--- src/rtl/hazard_sched.sv ---
// Hazard scheduler between decode and ID/EX: inserts bubbles, flushes on taken
// branches, freezes the pipe on data-memory waits, and keeps stall statistics.
//
// state  | meaning
// RUN    | normal issue; load-use and branch handling active
// HOLD   | data memory busy; whole pipeline frozen until dmem_ready
module hazard_sched #(
  parameter int TIMEOUT = 64,
  parameter int CNT_W   = 16
) (
  input  logic             clk,
  input  logic             rst_n,
  input  logic [3:0]       ID_ctlex,
  input  logic [2:0]       ID_ctlm,
  input  logic [1:0]       ID_ctlwb,
  input  logic [4:0]       IFID_rs,
  input  logic [4:0]       IFID_rt,
  input  logic             ID_uses_rt,
  input  logic             IDEX_memread,
  input  logic [4:0]       IDEX_rt,
  input  logic             MEM_branch_taken,
  input  logic             dmem_req,
  input  logic             dmem_ready,
  output logic [3:0]       ctlex_out,
  output logic [2:0]       ctlm_out,
  output logic [1:0]       ctlwb_out,
  output logic             pc_write,
  output logic             ifid_write,
  output logic             ifid_flush,
  output logic             idex_flush,
  output logic             exmem_flush,
  output logic             pipe_hold,
  output logic [CNT_W-1:0] stall_count,
  output logic             mem_timeout
);

  localparam logic [0:0] S_RUN  = 1'b0;
  localparam logic [0:0] S_HOLD = 1'b1;

  localparam int              WC_W   = $clog2(TIMEOUT + 1);
  localparam logic [WC_W-1:0] WC_MAX = WC_W'(TIMEOUT);

  logic [0:0]       state_q, state_d;
  logic             br_pend_q, br_pend_d;
  logic [WC_W-1:0]  wait_cnt_q, wait_cnt_d;
  logic [CNT_W-1:0] stall_q, stall_d;
  logic             timeout_q, timeout_d;

  logic hazard;
  logic br;
  logic hold_now;
  logic stall_inc;

  assign hazard = IDEX_memread && (IDEX_rt != 5'd0) &&
                  ((IDEX_rt == IFID_rs) || (ID_uses_rt && (IDEX_rt == IFID_rt)));
  assign br     = MEM_branch_taken || br_pend_q;

  // Only entry from RUN looks at dmem_req; once held, readiness alone releases.
  assign hold_now = !dmem_ready && ((state_q == S_HOLD) || dmem_req);

  always_comb begin
    ctlex_out   = ID_ctlex;
    ctlm_out    = ID_ctlm;
    ctlwb_out   = ID_ctlwb;
    pc_write    = 1'b1;
    ifid_write  = 1'b1;
    ifid_flush  = 1'b0;
    idex_flush  = 1'b0;
    exmem_flush = 1'b0;
    pipe_hold   = 1'b0;
    stall_inc   = 1'b0;
    state_d     = S_RUN;
    br_pend_d   = 1'b0;
    wait_cnt_d  = '0;
    timeout_d   = timeout_q;

    if (!rst_n) begin
      ctlex_out   = '0;
      ctlm_out    = '0;
      ctlwb_out   = '0;
      pc_write    = 1'b0;
      ifid_write  = 1'b0;
      ifid_flush  = 1'b1;
      idex_flush  = 1'b1;
      exmem_flush = 1'b1;
    end else if (hold_now) begin
      pipe_hold  = 1'b1;
      pc_write   = 1'b0;
      ifid_write = 1'b0;
      stall_inc  = 1'b1;
      state_d    = S_HOLD;
      // A branch resolving while frozen is remembered and flushed on exit.
      br_pend_d  = br_pend_q || MEM_branch_taken;
      if (state_q == S_RUN) begin
        wait_cnt_d = WC_W'(1);
      end else if (wait_cnt_q != WC_MAX) begin
        wait_cnt_d = wait_cnt_q + WC_W'(1);
      end else begin
        wait_cnt_d = wait_cnt_q;
      end
      if (wait_cnt_d == WC_MAX) begin
        timeout_d = 1'b1;
      end
    end else if (br) begin
      ifid_flush  = 1'b1;
      idex_flush  = 1'b1;
      exmem_flush = 1'b1;
      ctlex_out   = '0;
      ctlm_out    = '0;
      ctlwb_out   = '0;
    end else if (hazard) begin
      pc_write   = 1'b0;
      ifid_write = 1'b0;
      ctlex_out  = '0;
      ctlm_out   = '0;
      ctlwb_out  = '0;
      stall_inc  = 1'b1;
    end

    if (stall_inc && (stall_q != '1)) begin
      stall_d = stall_q + CNT_W'(1);
    end else begin
      stall_d = stall_q;
    end
  end

  always_ff @(posedge clk) begin
    if (!rst_n) begin
      state_q    <= S_RUN;
      br_pend_q  <= 1'b0;
      wait_cnt_q <= '0;
      stall_q    <= '0;
      timeout_q  <= 1'b0;
    end else begin
      state_q    <= state_d;
      br_pend_q  <= br_pend_d;
      wait_cnt_q <= wait_cnt_d;
      stall_q    <= stall_d;
      timeout_q  <= timeout_d;
    end
  end

  assign stall_count = stall_q;
  assign mem_timeout = timeout_q;

endmodule

--- config.mk ---
export PLATFORM = sky130hd
export DESIGN_NAME = hazard_sched
export DESIGN_NICKNAME = d
export VERILOG_FILES = /design/src/rtl/hazard_sched.sv
export SDC_FILE = /design/constraint.sdc
export NUM_CORES = 1
export LEC_CHECK = 0
export CAP_MARGIN = 10
export CORE_ASPECT_RATIO = 0.6
export CORE_MARGIN = 2
export CORE_UTILIZATION = 64
export DETAILED_ROUTE_END_ITERATION = 8
export DONT_BUFFER_PORTS = 1
export HOLD_SLACK_MARGIN = 0.15
export MAX_ROUTING_LAYER = met4
export PLACE_DENSITY = 0.79
export SYNTH_ARGS = -nofsm -noshare
export SYNTH_HDL_FRONTEND = slang
export SYNTH_SLANG_ARGS = --single-unit
--- constraint.sdc ---
create_clock -name clk -period 5.65 [get_ports clk]
set_input_delay 1.13 -clock clk [delete_from_list [all_inputs] [get_ports clk]]
set_output_delay 1.13 -clock clk [all_outputs]
set_load 0.02 [all_outputs]
==> results.md <==
* PwrDens at 222 nW/um^2
* Filler cell count in the final layout at 200
* Detailed-route via count at 1425
* Crit-path max FO at 9
* Post-synthesis cell type count at 48
* Arrival @ worst endpoint at 2590 ps
* Ys async rst share at 0%
* Hold path start: mem_timeout
* Antenna cell count at 0
* Synthesized area at 1690 sq um
* RSZ-0062 raised after global routing: false
* Ports at 63
* Hold WC Path Type: flip-flop to flip-flop
* MaxCap Viol Count at 0
* Overflow after GRT at 0
* DIE AREA at 3090 sq um
* Synth Area in Simple Gates at 34.0%
* Worst-Margin Slew at 639 ps
* Clock sinks at 26
* Worst-skew pair later-pin latency at 270 ps
* Final wirelength at 3.93 mm
* CP Launch Type: input port
* Area delta synth->final at 4.29%
* Synth top area share at 30.7%
* PnR Total Power at 392 uW
* Post-DP HPWL at 3.03 mm
* Final nets at 225
* Synth area leaders: dfxtp_1 (31%), xor2_1 (6.7%), xnor2_1 (5.2%)
* Adder-Cell Fraction of Synth Area at 2.22%
* Gr usage total at 28.0%
* Slew Limit Headroom at 57.4%
* Synth Area in XOR/XNOR at 11.9%
* Core ar. at 2500 sq um
* Cells after synthesis at 192
* Max VDD drop at 0.112 mV
* Worst Skew at 5.53 ps
* Setup crit end kind: primary output
* Hold path depth at 2
* Initial antenna violation count at 0
* Synth Flop Type: dfxtp_1
* Clk buf depth at 2
* Clock-pin slew on the worst setup and hold paths at 90 ps
* Setup TNS at 0 ps
* FF+latch count, synth at 26
* Complex-gate fraction of the synthesized area at 12.1%
* Final hold vios at 0
* Post-cts gate resize count at 0
* Avg Cell Area, Syn at 8.82 sq um
* Critical path type: input port to primary output
* Post-layout min period at 3720 ps
* Number of flops mapped to enable cells by yosys at 0
* Multi-input logic area at 1100 sq um
* Commonest non-fill, non-tap cell in the layout: dfxtp_1
* Largest net degree at the start of global routing at 16
* Final ANT Viol Nets at 0
* Initial Utilization at 67.6%
* CTS tree: yes
* Final Max Slew Viols at 0
* Crit path from: IDEX_rt[1]
* Reg area at 520 sq um
* Final period util at 65.9%
* Syn_nets at 226
* Vias in the first global route at 1357
* Inserted Clock Buffers at 3
* Starting DRT DRC Count at 97
* Floorplan row count at 14
* Buffers on Ports at 0
* Leak pwr at 0.620 nW
* Gpl congestion at 0.885
* Routed wire length per instance at 17.7 um
* Yosys top cell by area: dfxtp_1
* Die Span X at 70.4 um
* FMAX at 269 MHz
* Clock root cell: clkbuf_8
* Yosys synthesis warning count at 0
* Worst EP required at 4520 ps
* Drt drc at 0
* Status: complete, no violations
* Largest family of logic cells by synthesized area: simple AND/OR/NAND/NOR gates
* Via-to-Cell Ratio at 6.42
* Ratio of cells with drive above 1 in the final layout at 12.1%
* CTS H-tree depth at 1
* Hold Buf Count CTS at 0
* Most frequent cells in the layout: dfxtp_1 (26), nor2_1 (21), nand2_1 (19)
* First-pass DRT Iterations at 4
* First-pass GRT wire length at 6.54 mm
* Seq/Total Area, Yosys at 30.7%
* R2R depth at 6
* Total setup buffers inserted after CTS at 0
* RR Startpoint: state_q
* Fraction of synthesized area in multiplexers at 4.73%
* Die H at 43.8 um
* Final setup fails at 0
==> cells in the mapped netlist (2+ instances only) <==
master    count
dfxtp_1      26
mux2i_1       8
nor4b_2       2
and4_1        2
a21o_1        2
nand2_1      19
nand3_1      10
a21oi_1       4
a311oi_1      2
a211oi_1      2
nor4_4        2
xor2_1       13
nor4_2        3
nor4_1        2
nand4_1       6
buf_4         3
o21ai_1       2
and2_1        9
and3_1        3
nand2b_1      2
xnor2_1      10
inv_1         7
ha_1          3
nor2_1       21
nor3_1        5
clkbuf_1      2
==> flip-flops by register name, summed over array words and instances, names as in the netlist <==
signal / flops
br_pend_q: 1
mem_timeout: 1
wait_cnt_q: 7
stall_count: 16
state_q: 1
==> report_power, final <==
group / switching [mW] / leakage, nW / internal (mW)
combinational: 0.0332 / 0.374 / 0.0157
clock: 0.0607 / 0.0357 / 0.0949
sequential: 0.00288 / 0.210 / 0.185
==> cells by family after synthesis <==
kind of cell | count (synthesis)
AO/OA/AOI/OAI | 23
XOR/XNOR | 23
adder cells (fa/ha/maj) | 3
buffers and inverters | 14
flip-flops | 26
multiplexers | 8
AND/OR/NAND/NOR | 95
==> through the flow <==
step	utilization (%)	setup WS (ps)	cell area, sq um	std cells	hold WS, ps
floorplan	-	1650	1690	192	473
global placement	67.6	2020	1690	218	495
detailed placement	67.6	1950	1690	218	527
CTS	70.5	1930	1770	222	570
global route	70.5	1830	1770	222	604
finish	70.5	1930	1770	222	562
==> critical path, cell delays in order <==
cell     delay (ps)
or4_1           570
o21ai_1         230
nor2_1          100
a21oi_2         260
and2_1          300
==> layout make-up <==
cell class | instances | area share [%]
tap | 32 | 2.27
inverter | 7 | 1.49
multi-input combinational | 152 | 62.3
sequential | 26 | 29.5
clock buffer | 3 | 2.34
timing repair buffer | 1 | 0.425
clock inverter | 1 | 1.70
==> path summary, 6_finish.rpt <==
path         slack, ps             end
min                560     mem_timeout
min reg2reg        560     mem_timeout
max reg2reg       3510  stall_count[8]
max               1930     ctlm_out[2]
==> routing by layer <==
metal	wire length [um]	global-route usage [%]
met1	1730	35.7
met2	1850	44.5
met3	341	7.91
met4	8	6.92
met5	0	-
Note: power is estimated with default switching activity, not from simulation.
